<file path="src/rtl/memory_stage.sv">
// Memory stage: takes one execute bundle at a time, issues an 8-byte data-bus
// request for aligned loads/stores, and holds the result for writeback.
// Misaligned LD/SD bypass the bus and are flagged; nop bundles pass straight through.

package memory_stage_pkg;
  typedef enum logic [3:0] {
    OP_NOP, OP_ADD, OP_SUB, OP_AND, OP_OR, OP_XOR, OP_SLL, OP_SRL,
    OP_LD, OP_SD, OP_BEQ, OP_BNE, OP_JAL
  } op_t;

  typedef struct packed {
    op_t  op;
    logic regwrite;
    logic memwrite;
    logic memread;
    logic nop_signal;
    logic branch;
  } control_t;
endpackage

// state  | meaning
// S_IDLE | no bundle held
// S_WAIT | bus request outstanding
// S_HOLD | result held for writeback
module memory_stage
  import memory_stage_pkg::*;
#(
  parameter bit FWD_EN = 1'b1
) (
  input  logic        clk,
  input  logic        reset,
  input  logic        in_valid,
  output logic        in_ready,
  input  logic [63:0] in_pc,
  input  logic [63:0] in_result_alu,
  input  logic [63:0] in_wd,
  input  control_t    in_ctl,
  input  logic [4:0]  in_wa,
  output logic        dreq_valid,
  output logic [63:0] dreq_addr,
  output logic [2:0]  dreq_size,
  output logic [7:0]  dreq_strobe,
  output logic [63:0] dreq_data,
  input  logic        dresp_data_ok,
  input  logic [63:0] dresp_data,
  output logic        out_valid,
  input  logic        out_ready,
  output logic [63:0] out_pc,
  output control_t    out_ctl,
  output logic [63:0] out_result_alu,
  output logic [63:0] out_wd,
  output logic [4:0]  out_wa,
  output logic        out_addr_31,
  output logic        out_misalign,
  output logic [63:0] fwd_result,
  output logic [4:0]  fwd_wa,
  output logic        fwd_regwrite
);

  typedef enum logic [1:0] {S_IDLE, S_WAIT, S_HOLD} state_t;

  state_t      state;
  logic [63:0] pc_q, res_q, wd_q;
  control_t    ctl_q;
  logic [4:0]  wa_q;
  logic        a31_q, mis_q;

  logic        accept, in_mem, in_aligned, fwd_on;
  control_t    in_ctl_mod;

  // Accept decision and classification of the incoming bundle
  always_comb begin
    in_ready   = (state == S_IDLE) || ((state == S_HOLD) && out_ready);
    accept     = in_valid && in_ready;
    in_mem     = ((in_ctl.op == OP_LD) || (in_ctl.op == OP_SD)) && !in_ctl.nop_signal;
    in_aligned = (in_result_alu[2:0] == 3'b000);
    in_ctl_mod = in_ctl;
    if (in_mem && !in_aligned) in_ctl_mod.regwrite = 1'b0;
  end

  // Stage FSM with registered valid/strobe outputs; a new accept overrides HOLD->IDLE
  always_ff @(posedge clk or negedge reset) begin
    if (!reset) begin
      state       <= S_IDLE;
      out_valid   <= 1'b0;
      dreq_valid  <= 1'b0;
      dreq_strobe <= 8'h00;
      pc_q        <= '0;
      res_q       <= '0;
      wd_q        <= '0;
      ctl_q       <= '0;
      wa_q        <= '0;
      a31_q       <= 1'b0;
      mis_q       <= 1'b0;
    end else begin
      case (state)
        S_WAIT: begin
          if (dresp_data_ok) begin
            if (ctl_q.op == OP_LD) res_q <= dresp_data;
            state       <= S_HOLD;
            dreq_valid  <= 1'b0;
            dreq_strobe <= 8'h00;
            out_valid   <= 1'b1;
          end
        end
        S_HOLD: begin
          if (out_ready) begin
            state     <= S_IDLE;
            out_valid <= 1'b0;
          end
        end
        default: ;
      endcase

      if (accept) begin
        pc_q  <= in_pc;
        res_q <= in_result_alu;
        wd_q  <= in_wd;
        ctl_q <= in_ctl_mod;
        wa_q  <= in_wa;
        a31_q <= in_result_alu[31];
        mis_q <= in_mem && !in_aligned;
        if (in_mem && in_aligned) begin
          state       <= S_WAIT;
          dreq_valid  <= 1'b1;
          dreq_strobe <= (in_ctl.op == OP_SD) ? 8'hFF : 8'h00;
          out_valid   <= 1'b0;
        end else begin
          state       <= S_HOLD;
          dreq_valid  <= 1'b0;
          dreq_strobe <= 8'h00;
          out_valid   <= 1'b1;
        end
      end
    end
  end

  // Bus request and writeback bundle come straight from the held registers
  always_comb begin
    dreq_addr      = res_q;
    dreq_data      = wd_q;
    dreq_size      = dreq_valid ? 3'd3 : 3'd0;
    out_pc         = pc_q;
    out_ctl        = ctl_q;
    out_result_alu = res_q;
    out_wd         = wd_q;
    out_wa         = wa_q;
    out_addr_31    = a31_q;
    out_misalign   = mis_q;
  end

  // Forwarding only exposes a result once it is final (HOLD)
  always_comb begin
    fwd_on       = FWD_EN && (state == S_HOLD);
    fwd_result   = fwd_on ? res_q : 64'd0;
    fwd_wa       = fwd_on ? wa_q : 5'd0;
    fwd_regwrite = fwd_on && ctl_q.regwrite;
  end

endmodule

</file>
<file path="config.mk">
export PLATFORM = sky130hd
export DESIGN_NAME = memory_stage
export DESIGN_NICKNAME = d
export VERILOG_FILES = /design/src/rtl/memory_stage.sv
export SDC_FILE = /design/constraint.sdc
export NUM_CORES = 1
export LEC_CHECK = 0
export CAP_MARGIN = 20
export CELL_PAD_IN_SITES_DETAIL_PLACEMENT = 0
export CELL_PAD_IN_SITES_GLOBAL_PLACEMENT = 1
export CORE_AREA = 5 5 271 273
export DETAILED_ROUTE_END_ITERATION = 7
export DIE_AREA = 0 0 276 278
export PLACE_DENSITY_LB_ADDON = 0.15
export SLEW_MARGIN = 20
export SYNTH_ARGS = -nofsm -noshare
export SYNTH_HDL_FRONTEND = slang
export SYNTH_SLANG_ARGS = --single-unit
</file>
<file path="constraint.sdc">
create_clock -name clk -period 2.5 [get_ports clk]
set_input_delay 0.375 -clock clk [delete_from_list [all_inputs] [get_ports clk]]
set_output_delay 0.375 -clock clk [all_outputs]
set_load 0.03 [all_outputs]
</file>
; Word level (Yosys, flattened, before mapping)
; Cells that the tools add are included.
[word_totals]
register_bits = 220
input_bits = 275
out_inout_bits = 420
[op_classes]
n_eq_ne = 7
mux = 27
reduce_logical = 19
[ops]
columns = op, n
row1 = two-way mux 64 bit, 5
row2 = two-way mux 8 bit, 5
row3 = "== test 4 bit, second input constant", 3
row4 = two-way mux 2 bit, 5
row5 = two-way mux 1 bit, 9
row6 = logical AND 1 bit, 6
row7 = "inequality test 3 bit, second input constant", 2
row8 = AND reduction 3 bit, 2
row9 = nonzero test 2 bit, 3
row10 = two-way mux 5 bit, 1
row11 = case mux 2 bit (2 select lines), 1
row12 = zero test 3 bit, 1
row13 = nonzero test 3 bit, 1
row14 = "== test 2 x 1 -> 1 bit, second input constant", 1
row15 = "== test 2 bit, second input constant", 1
row16 = zero test 1 bit, 2
row17 = zero test 2 bit, 1
row18 = logical OR 1 bit, 2
row19 = case mux 1 bit (2 select lines), 1
row20 = AND reduction 2 bit, 1

; Depth between registers and ports, before layout
[depth]
word_depth = 6
depth_mapped = 7
mapped_depth_nobuf = 3

; Worst setup path after synthesis
; OpenSTA, ideal clock, no wires.
[synth_timing]
kind = register to register
start = reg ctl_q (netlist bit out_ctl[6])
end = reg res_q[60], in the netlist dreq_addr[60]
setup_time_ns = 0.123
arrival_ns = 1.798
setup_slack_ns = 0.580
path_stages_with_launch = 6
n_path_buf = 2
period_less_slack_ns = 1.920
path_cell_list = dfrtp_1 or4b_4 buf_6 clkbuf_2 or3_1 o221a_2
[synth_via]
elab_chain_cells = 3
[synth_rtl]
columns = element, line
row1 = from (decl), 64  ; control_t ctl_q;
row2 = from (signal assigned), 119  ; ctl_q <= in_ctl_mod;
row3 = == test 4 bit, 99  ; if (ctl_q.op == OP_LD) res_q <= dresp_data;
row4 = nonzero test 2 bit (no source line), --
row5 = AND reduction 3 bit (no source line), --
row6 = to (signal assigned), 99
row7 = to (signal assigned), 117  ; res_q <= in_result_alu;
row8 = to (decl), 63  ; logic [63:0] pc_q, res_q, wd_q;
; No other way between the ends.
; A chain may end at the register's enable or synchronous reset.

==> impl_metrics.yaml <==
die:
  die_w_um: 276
  start_util: 0.142
  die_area_mm2: 0.0767
  die_h_um: 278
  core_mm2: 0.0709
  io_pins: 695
  rows: 98
critical_path:
  cp_slowest_cell: "clkdlybuf4s50_1"
  crit_chain: "clkdlybuf4s50_1"
  critPathKind: "flop to output pin"
  crit_fanout: 9
  rrSetupSlack_ps: 460
  rr_startpoint: "out_ctl[6]"
  path_buf_inv: 1
  cp-start-kind: "flop"
  reg2reg_to: "dreq_addr[3]"
  arrival_ps: 1970
  max_stage_delay_ps: 770
  critPathLaunch: "dreq_strobe[6]"
  reg2regPathDepth: 4
  critical_path.endpoint_type: "output pin"
  required_ps: 2120
  cp_top_family: "buffers and inverters"
final_layout:
  instances_no_fill: 2366
  final.fill_count: 7565
  syn2layout_area_growth_pct: 80.4
  multi_input_area_mm2: 0.00345
  layout_common_cells: "621 x clkdlybuf4s50_1, 211 x dfrtp_1, 141 x mux2_2"
  fin_area_mm2: 0.0182
  final_nets: 1666
  final_common_cell: "clkdlybuf4s50_1"
  regArea_mm2: 0.00531
  drive_gt1_frac: 0.234
clocking:
  cts_buffer_depth: 3
  clk_latency_ps: 560
  cts_setup_buffers: 0
  cts_tree: "built"
  clock_sinks: 212
  cts_max_level: 1
  path_clk_slew_ps: 60
  cts-root-buf: "clkbuf_16"
  cts_inserted_buffers: 28
logic_synthesis:
  synth_compound_area_frac: 0.0812
  ys_ff_latch: 212
  avgSynthCellArea_um2: 12.3
  synthAdderAreaFrac: 0
  synth-xor-area-share: 0
  seq_area_frac_synth: 0.526
  synthCells: 819
  synth_simple_gate_area_frac: 0.101
  syn_area_mm2: 0.0101
  synth_top_family_by_area: "multiplexers"
  yosys_warnings: 0
  synthesis.nets: 1094
  synthMuxAreaShare: 0.157
  ys_types: 35
global_routing:
  grt_usage: 0.122
  grt_start_max_net_pins: 58
  grt_first_pass_wirelength_um: 71300
  grt_pass1_vias: 9614
  overflow: 0
  antenna_found_initial: 3
power_and_ir_drop:
  vdd_drop_max_mv: 0.510
  power.total_w: 0.0144
  power_density_mw_per_mm2: 792
  leakagePower_nw: 7.05
placement:
  post-place-ws_ps: 145
  place_inst: 2310
  io_buffers: 693
  post_dp_cell_area_mm2: 0.0173
  gp_congestion: 0.717
  dp_hpwl_um: 38800
timing:
  rsz0062_at_grt: "false"
  period_share: 0.936
  post-route-min-period_ps: 2340
  skew_ps: 16.8
  finalHoldViolations: 0
  fin_ws_ps: 160
  setup_viol: 0
  fmax_mhz: 427
  drv_slew: 0
  finalSetupTns_ps: 0
route:
  ant_nets: 0
  via_count: 8555
  drt-total-wl_um: 49500
  drt_iter0_markers: 324
  viasPerCell: 3.62
  drcViolationCount: 0
  post_drt_wl_per_cell_um: 20.9
  first_pass_iters: 4
hold_path:
  hp-class: "input port to async pin"
status:
  outcome: "finished clean"
job:
  maxCapViolations: 0
## repair_timing
| item | 4_1_cts | 5_1_grt |
|---|---|---|
| endpoints found under the hold margin | 36 | 0 |
| pin swaps | 0 | 0 |
| hold buffers | 1 | 0 |
| endpoints found under the setup margin | 18 | 2 |
| gates resized for setup | 18 | 1 |
## where the power goes
| part | internal [W] | switching (W) |
|---|---|---|
| clock network | 0.00235 | 0.00164 |
| logic | 0.00267 | 0.00330 |
| registers | 0.00397 | 0.000488 |
## synth_stat cells
library cell | n | share of area
o221ai_1 | 1 | 0.00087
o21a_1 | 1 | 0.00074
o221a_2 | 43 | 0.048
or3_1 | 45 | 0.028
clkbuf_2 | 5 | 0.0025
clkbuf_1 | 25 | 0.0093
nand2b_1 | 2 | 0.0012
buf_1 | 2 | 0.00074
o221a_1 | 1 | 0.0011
a31oi_1 | 19 | 0.012
buf_4 | 138 | 0.10
nor3_1 | 20 | 0.0099
mux2_2 | 141 | 0.16
conb_1 | 1 | 0.00037
nor2_1 | 3 | 0.0011
nand3_1 | 20 | 0.0099
a21o_1 | 2 | 0.0015
buf_2 | 21 | 0.010
o31ai_1 | 1 | 0.00074
a32o_1 | 1 | 0.00099
and2_1 | 70 | 0.043
dfrtp_1 | 212 | 0.53
or4b_2 | 1 | 0.00099
o22ai_4 | 1 | 0.0020
nor4_1 | 1 | 0.00062
buf_6 | 1 | 0.0011
or4b_4 | 1 | 0.0014
buf_8 | 4 | 0.0060
and3b_1 | 1 | 0.00087
nor4b_1 | 1 | 0.00087
or2_2 | 1 | 0.00062
inv_1 | 3 | 0.0011
o21ai_0 | 27 | 0.013
nor2b_1 | 2 | 0.0012
nand3b_1 | 1 | 0.00074
## cell families (layout without fill, tap and decap cells)
kind of cell | Yosys count | in the layout
buf+inv | 199 | 793
simple gates | 169 | 169
mux | 141 | 141
flops | 212 | 212
other cells | 1 | 4
compound gates | 97 | 97
## flip-flops by register name, indices dropped and copies added, names as in the netlist
signal,count
out_wa,5
out_ctl,9
out_addr_31,1
out_valid,1
out_pc,64
dreq_addr,64
dreq_data,64
state,1
out_misalign,1
dreq_strobe,1
dreq_valid,1
## area by class of cell
| class | instances | area share |
|---|---|---|
| repair buffers | 738 | 0.404 |
| flip-flops and latches | 212 | 0.292 |
| multi-input cells | 408 | 0.190 |
| well taps | 950 | 0.0653 |
| clock buffers | 47 | 0.0458 |
| clock inverters | 5 | 0.00275 |
| inverters | 3 | 0.000619 |
| diodes | 3 | 0.000413 |
## through the flow
step | hold WS [ps] | util
after floorplan | 79.4 | -
after global placement | 325 | 0.244
after detailed placement | 326 | 0.244
after CTS | 315 | 0.257
after global routing | 324 | 0.257
final | 321 | 0.257
## worst max-delay path by stage
stage / end / slack (ps) / cells after the start
after floorplan: dreq_addr[60] / 580 / 5
after global placement: out_valid / 60 / 5
after detailed placement: out_valid / 140 / 5
after CTS: fwd_wa[3] / 20 / 4
after global routing: dreq_strobe[0] / 80 / 1
final: dreq_strobe[7] / 160 / 1
## metal layers
layer | track usage | wire [um] | part of all wire
met1 | 0.136 | 18900 | 0.38
met2 | 0.228 | 26300 | 0.53
met3 | 0.0366 | 3230 | 0.065
met4 | 0.0275 | 1080 | 0.022
met5 | 0 | 0 | 0
(Power assumes the default switching activity.)
